File: src/rtl/tohost_pkg.sv
// Shared definitions for the tohost/UART host-interface responder: register
// word selects, STATUS bit positions and the transmit FSM state type.
package tohost_pkg;

   // Register selects, compared against d_addr[3:2]
   localparam logic [1:0] TOHOST_OFS = 2'd0;
   localparam logic [1:0] TXDATA_OFS = 2'd1;
   localparam logic [1:0] STATUS_OFS = 2'd2;

   localparam int unsigned ST_FIFO_FULL  = 0;
   localparam int unsigned ST_FIFO_EMPTY = 1;
   localparam int unsigned ST_TX_BUSY    = 2;
   localparam int unsigned ST_OVERFLOW   = 3;
   localparam int unsigned ST_HALTED     = 4;

   typedef enum logic [1:0] {
      IDLE  = 2'd0,
      START = 2'd1,
      DATA  = 2'd2,
      STOP  = 2'd3
   } uart_state_t;

endpackage

File: src/rtl/sync_fifo.sv
// Synchronous FIFO with registered count/full/empty; pop data is the head entry.
module sync_fifo #(
   parameter int unsigned WIDTH = 8,
   parameter int unsigned DEPTH = 8
) (
   input  logic                     clk,
   input  logic                     reset,
   input  logic                     push,
   input  logic                     pop,
   input  logic [WIDTH-1:0]         wdata,
   output logic [WIDTH-1:0]         head_c,
   output logic                     full,
   output logic                     empty,
   output logic [$clog2(DEPTH):0]   count
);

   localparam int unsigned AW = $clog2(DEPTH);
   localparam int unsigned CW = AW + 1;

   logic [WIDTH-1:0] mem [DEPTH];
   logic [AW-1:0]    wr_ptr;
   logic [AW-1:0]    rd_ptr;
   logic             do_push_c;
   logic             do_pop_c;
   logic [CW-1:0]    count_d;

   // Fullness is judged on the registered count only
   assign do_push_c = push && !full;
   assign do_pop_c  = pop && !empty;
   assign head_c    = mem[rd_ptr];

   always_comb begin
      count_d = count;
      if (do_push_c && !do_pop_c) begin
         count_d = count + CW'(1);
      end else if (!do_push_c && do_pop_c) begin
         count_d = count - CW'(1);
      end
   end

   always_ff @(posedge clk or negedge reset) begin
      if (!reset) begin
         wr_ptr <= '0;
         rd_ptr <= '0;
         count  <= '0;
         full   <= 1'b0;
         empty  <= 1'b1;
      end else begin
         if (do_push_c) wr_ptr <= wr_ptr + AW'(1);
         if (do_pop_c)  rd_ptr <= rd_ptr + AW'(1);
         count <= count_d;
         full  <= (count_d == CW'(DEPTH));
         empty <= (count_d == '0);
      end
   end

   always_ff @(posedge clk) begin
      if (do_push_c) mem[wr_ptr] <= wdata;
   end

endmodule

File: src/rtl/tohost_uart.sv
// Host-interface responder: TOHOST halt/pass latch, TXDATA FIFO and 8N1 transmitter.
// Define TOHOST_UART_SIM_EN to echo characters and report/finish on halt in simulation.
module tohost_uart
   import tohost_pkg::*;
#(
   parameter logic [31:0] BASE_ADDR    = 32'h8000_1000,
   parameter int unsigned CLKS_PER_BIT = 16,
   parameter int unsigned FIFO_DEPTH   = 8
) (
   input  logic        clk,
   input  logic        reset,
   input  logic [31:0] d_addr,
   input  logic [31:0] d_wdata,
   input  logic        d_we,
   input  logic        d_re,
   output logic [31:0] d_rdata,
   output logic        tx,
   output logic        halted,
   output logic        pass,
   output logic [30:0] exit_code
);

   localparam int unsigned BAUD_W = $clog2(CLKS_PER_BIT);
   localparam int unsigned CNT_W  = $clog2(FIFO_DEPTH) + 1;
   localparam logic [BAUD_W-1:0] BAUD_MAX = BAUD_W'(CLKS_PER_BIT - 1);

   logic              hit_c;
   logic [1:0]        sel_c;
   logic              wr_tohost_c;
   logic              wr_txdata_c;
   logic [31:0]       status_c;
   logic              overflow;

   logic              fifo_full;
   logic              fifo_empty;
   logic [7:0]        fifo_head;
   logic [CNT_W-1:0]  fifo_count;
   logic              pop_c;

   uart_state_t       state_q, state_d;
   logic [BAUD_W-1:0] baud_q, baud_d;
   logic [2:0]        bit_q, bit_d;
   logic [7:0]        shreg_q, shreg_d;
   logic              tx_d;

   logic              unused_c;

   assign hit_c       = (d_addr[31:4] == BASE_ADDR[31:4]);
   assign sel_c       = d_addr[3:2];
   assign wr_tohost_c = d_we && hit_c && (sel_c == TOHOST_OFS);
   assign wr_txdata_c = d_we && hit_c && (sel_c == TXDATA_OFS);
   assign unused_c    = ^{d_addr[1:0], fifo_count};

   sync_fifo #(
      .WIDTH (8),
      .DEPTH (FIFO_DEPTH)
   ) u_fifo (
      .clk    (clk),
      .reset  (reset),
      .push   (wr_txdata_c),
      .pop    (pop_c),
      .wdata  (d_wdata[7:0]),
      .head_c (fifo_head),
      .full   (fifo_full),
      .empty  (fifo_empty),
      .count  (fifo_count)
   );

   always_comb begin
      status_c                = '0;
      status_c[ST_FIFO_FULL]  = fifo_full;
      status_c[ST_FIFO_EMPTY] = fifo_empty;
      status_c[ST_TX_BUSY]    = (state_q != IDLE);
      status_c[ST_OVERFLOW]   = overflow;
      status_c[ST_HALTED]     = halted;
   end

   // Halt latch, overflow flag and load data; loads see pre-store state
   always_ff @(posedge clk or negedge reset) begin
      if (!reset) begin
         halted    <= 1'b0;
         pass      <= 1'b0;
         exit_code <= '0;
         overflow  <= 1'b0;
         d_rdata   <= '0;
      end else begin
         if (wr_tohost_c && d_wdata[0] && !halted) begin
            halted    <= 1'b1;
            exit_code <= d_wdata[31:1];
            pass      <= (d_wdata[31:1] == 31'd0);
         end
         if (wr_txdata_c && fifo_full) overflow <= 1'b1;
         if (d_re) d_rdata <= (hit_c && (sel_c == STATUS_OFS)) ? status_c : 32'd0;
      end
   end

   always_ff @(posedge clk or negedge reset) begin
      if (!reset) begin
         state_q <= IDLE;
         baud_q  <= '0;
         bit_q   <= '0;
         shreg_q <= '0;
         tx      <= 1'b1;
      end else begin
         state_q <= state_d;
         baud_q  <= baud_d;
         bit_q   <= bit_d;
         shreg_q <= shreg_d;
         tx      <= tx_d;
      end
   end

   // 8N1 transmitter; the shift register moves the next data bit into [0]
   always_comb begin
      state_d = state_q;
      baud_d  = baud_q;
      bit_d   = bit_q;
      shreg_d = shreg_q;
      tx_d    = tx;
      pop_c   = 1'b0;
      case (state_q)
         IDLE: begin
            if (!fifo_empty) begin
               pop_c   = 1'b1;
               shreg_d = fifo_head;
               tx_d    = 1'b0;
               baud_d  = BAUD_MAX;
               state_d = START;
            end
         end
         START: begin
            if (baud_q == '0) begin
               tx_d    = shreg_q[0];
               baud_d  = BAUD_MAX;
               bit_d   = 3'd0;
               state_d = DATA;
            end else begin
               baud_d = baud_q - BAUD_W'(1);
            end
         end
         DATA: begin
            if (baud_q == '0) begin
               baud_d = BAUD_MAX;
               if (bit_q == 3'd7) begin
                  tx_d    = 1'b1;
                  state_d = STOP;
               end else begin
                  bit_d   = bit_q + 3'd1;
                  shreg_d = {1'b0, shreg_q[7:1]};
                  tx_d    = shreg_q[1];
               end
            end else begin
               baud_d = baud_q - BAUD_W'(1);
            end
         end
         STOP: begin
            if (baud_q == '0) begin
               state_d = IDLE;
            end else begin
               baud_d = baud_q - BAUD_W'(1);
            end
         end
         default: state_d = IDLE;
      endcase
   end

`ifdef TOHOST_UART_SIM_EN
   always_ff @(posedge clk) begin
      if (reset) begin
         if (wr_txdata_c && !fifo_full) $write("%c", d_wdata[7:0]);
         if (wr_tohost_c && d_wdata[0] && !halted) begin
            if (d_wdata[31:1] == 31'd0) $display("PASS");
            else                        $display("FAIL %0d", d_wdata[31:1]);
         end
         if (halted && fifo_empty && (state_q == IDLE)) $finish;
      end
   end
`else
`endif

endmodule

File: config.mk
export PLATFORM = sky130hd
export DESIGN_NAME = tohost_uart
export DESIGN_NICKNAME = d
export VERILOG_FILES = /design/src/rtl/tohost_pkg.sv /design/src/rtl/sync_fifo.sv /design/src/rtl/tohost_uart.sv
export SDC_FILE = /design/constraint.sdc
export NUM_CORES = 1
export LEC_CHECK = 0
export CORE_MARGIN = 5
export CORE_UTILIZATION = 54
export CTS_CLUSTER_SIZE = 40
export DETAILED_ROUTE_END_ITERATION = 10
export PLACE_DENSITY = 0.9
export SLEW_MARGIN = 20
export SYNTH_ARGS = -nofsm -noshare
export SYNTH_HDL_FRONTEND = slang
export SYNTH_SLANG_ARGS = --single-unit
File: constraint.sdc
create_clock -name clk -period 5.5 [get_ports clk]
set_clock_uncertainty 0.15 [all_clocks]
set_input_delay 0.825 -clock clk [delete_from_list [all_inputs] [get_ports clk]]
set_output_delay 0.825 -clock clk [all_outputs]
set_load 0.01 [all_outputs]
Word level (Yosys, flattened, before mapping)
Memories as Yosys holds them, arrays and structs flattened.
Cells that the tools add are included.
- memories kept: 1
- flip-flop bits (word level): 96
- logic and storage cells: 98
- output and inout bits: 66
- input bits: 68
- memory bits (writable): 64
- memories (name ; words ; bits a word ; read ports ; clocked after memory_dff ; write ports ; RTL line ; source):
    u_fifo.mem ; 8 ; 8 ; 1 ; 0 ; 1 ; sync_fifo.sv:20 ; logic [WIDTH-1:0] mem [DEPTH];
- reductions and logical operators: 31
- muxes and demuxes: 30
- $add $sub $neg: 6
- eq/ne operators: 15
- operators with widths (kind ; number):
    $logic_not A31 Y1 ; 1
    $eq A28 B28 Y1 const B ; 1
    $mux W8 ; 3
    $mux W4 ; 5
    $pmux W8 S2 ; 1
    $ne A2 B2 Y1 const B ; 7
    $pmux W4 S3 ; 1
    $reduce_and A4 Y1 ; 3
    $logic_and A1 B1 Y1 ; 11
    $mux W2 ; 5
    $add A3 B1 Y3 const B ; 3
    $mux W3 ; 3
    $logic_not A4 Y1 ; 2
    $mux W1 ; 8
    $pmux W2 S4 ; 1
    $sub A4 B1 Y4 const B ; 2
    $eq A2 B2 Y1 const B ; 3
    $pmux W3 S2 ; 1
    $reduce_bool A2 Y1 ; 3
    $logic_not A1 Y1 ; 5
    $mux W5 ; 1
    $reduce_and A5 Y1 ; 1
    $add A4 B1 Y4 const B ; 1
    $eq A2 B1 Y1 const B ; 2
    7 further kinds ; 8

Longest topological paths before layout
- depth after elaboration: 9
- mapped depth: 9
- gate-level depth less buffers: 8

Hierarchy
A second synthesis with hierarchy kept.
- cells, all modules: 429
- area, all modules: 5997.0 um2
- by module, submodules not included (module ; sequential area each (um2) ; cells an instance ; area each (um2) ; times used):
    sync_fifo ; 2223.4 ; 172 ; 3105.5 ; 1
    tohost_uart ; 1427.6 ; 257 ; 2891.5 ; 1

Worst setup path before layout
Ideal clock, no wire load.
- kind: input -> register
- start point: in d_addr[27]
- end point: mem u_fifo.mem[2][0] (enable)
- setup time: 0.398 ns
- stages: 4
- arrival: 3.046 ns
- path slack: 1.906 ns
- buffers on the path: 1
- data required time: 4.952 ns
- path through: or4_4 or4_1 clkbuf_1 nor4b_1
- cells in the longest elaborated chain, start to end: 6
- RTL lines (item ; RTL line ; source):
    from (decl) ; tohost_uart.sv:12 ; input logic [31:0] d_addr,
    $eq A28 B28 Y1 ; tohost_uart.sv:48 ; assign hit_c = (d_addr[31:4] == BASE_ADDR[31:4]);
    $logic_and A1 B1 Y1 (2 in a row) ; tohost_uart.sv:51 ; assign wr_txdata_c = d_we && hit_c && (sel_c == TXDATA_OFS);
    $logic_and A1 B1 Y1 ; sync_fifo.sv:28 ; assign do_push_c = push && !full;
    $mux W1 ; sync_fifo.sv:58 ; if (do_push_c) mem[wr_ptr] <= wdata;
    $mux W1 (implied by the code) ; sync_fifo.sv:58 ;
    to (decl) ; sync_fifo.sv:20 ;
Every way passes these cells.

Worst setup path in the final report
- start point: in d_addr[19]
- end point: mem u_fifo.mem[7][0] (enable)
Same word-level chain as after synthesis.

==> metrics <==
Seq cells post-synth about 130; final RePlAce weighted congestion 0.7271; Syn. warnings 0; Diodes inserted 0; Post-synth ARST share around half; Fillers approximately 610; maximum buffer depth of the clock tree 2; 1st-pass router iterations 7; dpl hpwl 9409 um; max cap viols 0; Avg Cell Area, Syn approximately 14 sq um; core area 10790 sq um; sequential cell area approximately 3700 sq um; slew at the pin closest to its max-slew limit between 0.9 and 1 ns; R2R depth 4; cts bufs inserted 17; PD cells just under 300 nW/um^2; Post-Syn Area 5944 sq um; vias in the first global route about 4300; initial cell density of the core between 50% and 60%; share of cells above drive strength 1 around a fifth; DRC Markers 0; Crit. Startpoint d_addr[19]; clock latency on the worst-skew pair 0.52 ns; Power, Total 0.002263 W; H-Tree Depth 4; IO Pins 134; Worst Hold Class input port to asynchronous set/reset pin; total number of vias approximately 4000; Sink Count roughly 130; DR vias/cell 5.724; Max-slew headroom between 30% and 40%; final wirelength ~15000 um; endpoints failing hold 0; post-synthesis sequential area ratio between 60% and 70%; pin count of the biggest net entering global routing 70; antenna violations before repair 0; post-route setup TNS 0 ns; setup violators final 0; Worst EP arrival about 3.5 ns; Die X roughly 110 um; Period minus WS final roughly 3.5 ns; post-layout util between 70% and 80%; crit path max fanout 9; Lkg Pwr between 3 and 4 nW; DIE AREA 13210 sq um; Area Overhead vs Synth 28.46%; GR peak layer met2; fmax 0.2852 GHz; Root Driver clkbuf_8; final antenna-violating net count 0; Setup crit end kind flop; met3 usage approximately 7.5%; r2r startpoint u_fifo.full; commonest non-fill, non-tap cells in the layout clkdlybuf4s50_1, dfrtp_1, edfxtp_1; gr ovfl total 0; Post-synth EDFFs 64; Worst Path Required approximately 5.5 ns; CTS tree built; CP Class input port to flop; RR Endpoint u_fifo.mem[7][0]; most common cell after layout, fill and taps aside clkdlybuf4s50_1; DRT iter0 DRCs around 210; number of I/O port buffers between 100 and 150; global-route wire length before repair ~24000 um; outcome finished clean; GRT met2 Usage 43.02%; FF-to-FF setup slack 2.83 ns; Die Height ~110 um; cts hold-fix bufs 0; Peak supply drop 354.0 uV; setup repair bufs after CTS 0; clock slew at reported path FFs 0.07 ns; footprint of the multi-input gates approximately 2100 sq um; Main synth FF type dfrtp_1; Routed WL per cell between 20 and 25 um; final period utilization a little under two thirds; capture point of the worst path u_fifo.mem[7][0]; RSZ-0062 raised after global routing no; count of different cell masters after synthesis 52; Pins Over Slew Limit 0; met1 Use GR roughly 28%; GRT Resource Usage Total around a quarter; CTS resizes 0; cells after synthesis 428; num rows 38; nets between 600 and 700; critical path startpoint category input port
## layout make-up
class	instances	share of cell area [%]
Timing Repair Buffer	112	14.35
Sequential cell	133	47.83
Tap cell	140	2.294
Inverter	15	0.7373
Multi-Input combinational cell	263	27.10
Clock inverter	12	1.852
Clock buffer	20	5.833
## stage by stage
stage	instances	hold WS [ns]	instance area (sq um)	setup WS (ns)
finish	695	0.3286	7636	1.994
global route	695	0.3516	7636	1.872
CTS	695	0.3327	7630	1.836
detailed placement	663	0.3181	7043	1.313
global placement	663	0.2987	7043	1.513
floorplan	454	0.2864	6042	1.906
## cells in the mapped netlist, drive strengths merged, types with 2 or more instances
| cell | n | area, sq um |
|---|---|---|
| and3 | 2 | 12.51 |
| nor4 | 15 | 136.4 |
| ha | 12 | 150.1 |
| edfxtp | 64 | 1922 |
| a21oi | 15 | 75.07 |
| mux2i | 11 | 110.1 |
| or4 | 2 | 18.77 |
| or2 | 4 | 25.02 |
| inv | 15 | 56.30 |
| dfstp | 2 | 52.55 |
| nand2 | 39 | 146.4 |
| nor3 | 8 | 40.04 |
| nand2b | 2 | 12.51 |
| dfrtp | 67 | 1677 |
| nor4b | 2 | 17.52 |
| o21a | 2 | 15.01 |
| nor2b | 2 | 12.51 |
| mux4 | 16 | 360.4 |
| maj3 | 2 | 20.02 |
| nor3b | 4 | 30.03 |
| o21ai | 22 | 110.1 |
| buf | 34 | 236.5 |
| xnor2 | 6 | 52.55 |
| nand4 | 4 | 31.28 |
| nor2 | 13 | 48.80 |
| mux2 | 33 | 371.6 |
| clkbuf | 9 | 33.78 |
| o22ai | 2 | 12.51 |
| and4b | 2 | 20.02 |
## flip-flops by register name, indices dropped and copies added, names as in the netlist
register,count
baud_q,4
bit_q,3
d_rdata,5
exit_code,31
halted,1
overflow,1
pass,1
shreg_q,8
state_q,2
tx,1
u_fifo.count,4
u_fifo.empty,1
u_fifo.full,1
u_fifo.mem,64
u_fifo.rd_ptr,3
u_fifo.wr_ptr,3
## how the worst min path moves through the flow
stage	slack (ns)	start	to	depth (start not counted)
4_1_cts	0.33	u_fifo.count[3]	u_fifo.count[3]	1
2_1_floorplan	0.29	overflow	overflow	1
6_report	0.33	reset	exit_code[3]	2
5_1_grt	0.35	shreg_q[4]	shreg_q[4]	2
3_5_place_dp	0.32	u_fifo.count[3]	u_fifo.count[3]	1
3_3_place_gp	0.30	overflow	overflow	1
## where the power goes
group          total (W)  switching [W]  internal [W]  leakage, nW
logic          0.0000932      0.0000476     0.0000456         1.31
clock network    0.00112       0.000447      0.000677        0.287
registers        0.00105     0.00000103       0.00104         1.47
total            0.00226       0.000496       0.00177         3.06
## routing by layer
layer / part of all wire [%] / vias up
met1: 36 / 1967
met4: 3.0 / 0
met3: 8.0 / 42
li1: - / 1761
met2: 53 / 208
met5: 0 / -
## cell families (layout without fill, tap and decap cells)
group	Yosys count	count (layout)	share of synthesized area [%]
multiplexers	60	60	14.17
AO/OA/AOI/OAI	51	51	4.989
adder cells (fa/ha/maj)	14	14	2.863
AND/OR/NAND/NOR	104	104	9.977
other	1	27	0.06308
buffers and inverters	58	159	5.493
XOR/XNOR	7	7	1.031
flip-flops	133	133	61.42
## critical path, cell delays in order
cell and delay, ns:
clkdlybuf4s50_1 0.43, nor4_1 0.38, nand2_1 0.22, nor4_4 0.72, nand2_1 0.25, nor2_1 0.68
No activity file was read; power rests on OpenSTA's default activity.
==> patch 1 (same settings) <==
Encoding of `uart_state_t`: now Gray code (2 bits for 4 states).
--- a/src/rtl/tohost_pkg.sv
+++ b/src/rtl/tohost_pkg.sv
@@ -14,10 +14,10 @@
    localparam int unsigned ST_HALTED     = 4;
 
    typedef enum logic [1:0] {
-      IDLE  = 2'd0,
-      START = 2'd1,
-      DATA  = 2'd2,
-      STOP  = 2'd3
+      IDLE  = 2'b00,
+      START = 2'b01,
+      DATA  = 2'b11,
+      STOP  = 2'b10
    } uart_state_t;
 
 endpackage
Behaviour: same outputs for any inputs over 10 cycles, from zero or initial values and one cycle with reset low; not proved beyond that.
==> patch 1 against the unedited design <==
Final area fell by 1.6%; clock power fell by 5%; first-iteration DRC count rose by 110%; sequential cell count did not move; global-route usage rose by 1.9 points; largest cell class unchanged; sequential share of layout area rose by 0.78 points; setup slack got worse by 0.087 ns; routed wire length rose by 8.2%; power fell by 3.0%; combinational power barely moved; largest power group unchanged; die area fell by 0.82%; synthesized area fell by 0.91%; critical path depth rose by 1; via count rose by 4.0%.
==> patch 1: results (changes against the unedited design) <==
status -> completed
worst slack, placed -> 1.45 ns (+0.134 ns)
crit path max-delay cell type -> nor2_1
P_sw -> 0.000503 W (+1.5%)
dpl hpwl -> 9230 um (-1.9%)
routed wl met3 -> 1650 um (+34%)
Crit path arrival time -> 3.61 ns (+0.11 ns)
drt first pass iters -> 5 (-2)
R2R Path Start -> state_q[1]
hold crit path type -> in2async
fraction of area in registers -> 48.6% (+0.78 points)
Reg2Reg Depth -> 6 (+2)
sequential cells -> 133 (unchanged)
Synth top cells by count -> 67 x dfrtp_1, 64 x edfxtp_1, 34 x mux2_2, 30 x nand2_1, 28 x buf_4
sequential-to-total area share from yosys stat -> 62.0% (+0.56 points)
ranking of synthesized cells by area -> edfxtp_1 33%, dfrtp_1 28%, mux2_2 6.5%
Unique masters post-synth -> 49 (-5.8%)
multi-input logic cell count -> 250 (-4.9%)
Multi-input gate area -> 2000 um2 (-3.1%)
normalized max-slew margin -> 27.9% (-11 points)
via count -> 4137 (+4.0%)
Mapped Area -> 5890 um2 (-0.91%)
routed length on met2 -> 8610 um (+6.5%)
CP max stage delay -> 0.70 ns (-0.02 ns)
M3 GR Usage -> 10.3% (+2.7 points)
area delta synth->final -> 27.5%
vias in the first global route -> 4481 (+3.4%)
Synth Area in XOR/XNOR -> 1.19% (+0.16 points)
metal1 wirelength -> 5670 um (+1.9%)
Placed Area -> 6940 um2 (-1.4%)
Clock Latency Late Sink -> 0.54 ns (+0.02 ns)
Buffers excl. clock -> 110 (-1.8%)
Logic inverters -> 14 (-1)
clock buffers -> 18 (-10%)
fin nets -> 601 (-3.4%)
Mapped Avg Cell Area -> 14.2 um2 (+2.0%)
fin cells -> 679 (-2.3%)
PnR worst setup slack -> 1.91 ns (-0.0868 ns)
share of layout cells above drive strength 1 -> 18.7% (-0.18 points)
WL final -> 16600 um (+8.2%)
CP max FO -> 13 (+4)
Min Hold Slack -> 0.307 ns (-0.0216 ns)
global-route wire length before repair -> 25800 um (+5.8%)
met2 Use GR -> 44.9% (+1.9 points)
multiplexer share of the synthesized area -> 15.1% (+0.89 points)
Compound-Gate Fraction of Synth Area -> 4.27% (-0.72 points)
global router's overall resource usage -> 26.5% (+1.9 points)
Critical Path Start -> d_addr[13]
VDD IR max -> 287 uV (-19%)
clock-cell share of area -> 7.29% (-0.39 points)
adder-cell share of the synthesized area -> 1.83% (-1.0 points)
Leak -> 2.96 nW (-3.5%)
Register-to-Register Setup Slack -> 2.63 ns (-0.20 ns)
fill cell total of the finished layout -> 619 (+1.8%)
==> patch 1: changes by cell type in the layout (fill, tap and decap cells not counted), moves of 3 or more <==
cell      change
o21ai_0       -6
nand4_1       +4
nand3_1       +7
or3_1         +3
clkinv_2      +3
nand2_1       -9
ha_1          -5
mux2_1        +3
a21oi_1       -6
o221ai_1      +3
==> patch 1: kinds of logic (layout without fill, tap and decap cells) <==
family                     after synthesis  in the layout
AOI/OAI and AO/OA                       40             40
xor gates and xnor gates                 8              8
adders and majority gates                9              9
buffers and inverters                   59            156
DFF                                    133            133
muxes                                   64             64
other                                    1             27
and+or+nand+nor                        102            102
==> patch 1: power by group through the flow <==
stage                     clock [W]  combinational [W]  sequential [W]
final                       0.00106          0.0000934         0.00105
after detailed placement          0          0.0000858         0.00107
after global placement            0          0.0000814         0.00106
after floorplan                   0          0.0000297         0.00107
after global routing        0.00112          0.0000982         0.00105
after CTS                   0.00106          0.0000909         0.00105
==> patch 2 (same flow settings) <==
Without the edit above. `FIFO_DEPTH`: 8 -> 16.
--- a/src/rtl/tohost_uart.sv
+++ b/src/rtl/tohost_uart.sv
@@ -5,7 +5,7 @@
 #(
    parameter logic [31:0] BASE_ADDR    = 32'h8000_1000,
    parameter int unsigned CLKS_PER_BIT = 16,
-   parameter int unsigned FIFO_DEPTH   = 8
+   parameter int unsigned FIFO_DEPTH   = 16
 ) (
    input  logic        clk,
    input  logic        reset,
Check against the original RTL: no difference found for any inputs over 10 cycles, from zero or initial values and one cycle with reset low; that may be too few to reach the edited logic, so the function may still have changed.
==> patch 2 against the unedited design <==
Routed wire length is 17% higher; synthesized area is 43% higher; worst hold slack better by 0.016 ns; largest cell class unchanged; highest routed layer unchanged; critical endpoint is now u_fifo.mem[7][4]; power grew 28%; setup slack got worse by 0.28 ns; core utilization decreased by 3.8 points; largest power group is now registers; final area increased by 34%; sequential cell count rose by 67.
==> patch 2: results (changes against the unedited design) <==
status -> completed
sequential-to-total area share from yosys stat -> 66.4% (+4.9 points)
Crit path arrival time -> 3.69 ns (+0.19 ns)
VDD IR max -> 280 uV (-21%)
via count -> 5051 (+27%)
adder-cell share of the synthesized area -> 2.59% (-0.28 points)
Synth top cells by count -> 128 x edfxtp_1, 70 x dfrtp_1, 33 x mux4_2, 33 x nand2_1, 31 x mux2_2
share of layout cells above drive strength 1 -> 16.2% (-2.7 points)
Worst Tran Pin Value -> 1.01 ns (+0.102 ns)
global placement routability congestion -> 0.804 (+11%)
fin nets -> 742 (+19%)
Post-synth EDFFs -> 128 (+100%)
drt first pass iters -> 5 (-2)
Synth Area in XOR/XNOR -> 1.13% (+0.10 points)
dpl hpwl -> 12400 um (+32%)
First DRT Iteration DRCs -> 469 (+120%)
wire length per cell -> 20.4 um (-7.4%)
root buffer cell -> clkbuf_16
vias in the first global route -> 5265 (+21%)
global router's overall resource usage -> 20.6% (-3.9 points)
ys async rst share -> 36.0% (-16 points)
ranking of synthesized cells by area -> edfxtp_1 45%, dfrtp_1 21%, mux4_2 8.7%
biggest regs -> u_fifo.mem x128, exit_code x31, shreg_q x8
predominant post-synthesis flop cell -> edfxtp_1
Unique masters post-synth -> 50 (-3.8%)
Compound-Gate Fraction of Synth Area -> 5.38% (+0.39 points)
multiplexer share of the synthesized area -> 13.3% (-0.86 points)
CP max FO -> 8 (-1)
==> patch 2: cell families (layout without fill, tap and decap cells) <==
logic type	after synthesis	count (layout)
AND/OR/NAND/NOR	112	112
XOR/XNOR	11	11
AO/OA/AOI/OAI	75	75
flip-flops	200	200
other	1	27
multiplexers	68	68
adder cells (fa/ha/maj)	18	18
buffers and inverters	67	160
==> patch 2: metal layers <==
| metal | up-vias | share of wire [%] | GRT usage [%] |
|---|---|---|---|
| li1 | 2251 | - | - |
| met1 | 2521 | 38 | 25.9 |
| met2 | 247 | 52 | 35.0 |
| met3 | 32 | 8.1 | 5.35 |
| met4 | 0 | 2.2 | 7.17 |
| met5 | - | 0 | 0 |
==> patch 2: final cells by class <==
cell class                 instances  area (um2)
clock inverter                     9        58.8
fill                            1016        5060
tap                              211         264
clock buffer                      23         522
inverter                          17        63.8
timing repair buffer             111        1090
sequential                       200        5650
multi-input combinational        311        2600
==> patch 2: critical path, cell delays in order <==
cell and delay, ns:
clkdlybuf4s50_1 0.45, nor4bb_1 0.33, nand4_1 0.26, nor4_4 0.69
buf_4 0.29, nand2_1 0.17, nor2_1 0.67
==> patch 2: power breakdown <==
part           internal (W)  leakage [nW]   total, W     switching (W)
logic             0.0000423          1.46  0.0000893         0.0000470
registers           0.00160          2.07    0.00160  0.00000000000585
clock network      0.000671         0.283    0.00119          0.000523
==> patch 2: path summary, 6_finish.rpt <==
check	endpoint	depth (start not counted)	slack (ns)	from
setup / recovery	u_fifo.mem[7][4]	7	1.72	d_addr[31]
hold / removal	overflow	1	0.34	overflow
setup reg to reg	shreg_q[1]	6	2.71	u_fifo.rd_ptr[0]
hold reg to reg	overflow	1	0.34	overflow
max in group asynchronous	u_fifo.rd_ptr[0]	1	4.17	reset
min in group asynchronous	baud_q[0]	1	0.38	reset
==> patch 2: per-stage QoR <==
step                      hold slack [ns]  area [um2]  utilization [%]  instances  setup slack, ns
final                               0.344       10300             66.9        882             1.72
after global routing                0.368       10300             66.9        882             1.54
after CTS                           0.350       10300             66.9        882             1.68
after detailed placement            0.335        9670             63.2        850             1.26
after global placement              0.307        9670             63.1        850             1.29
after floorplan                     0.286        8610                -        578             2.16
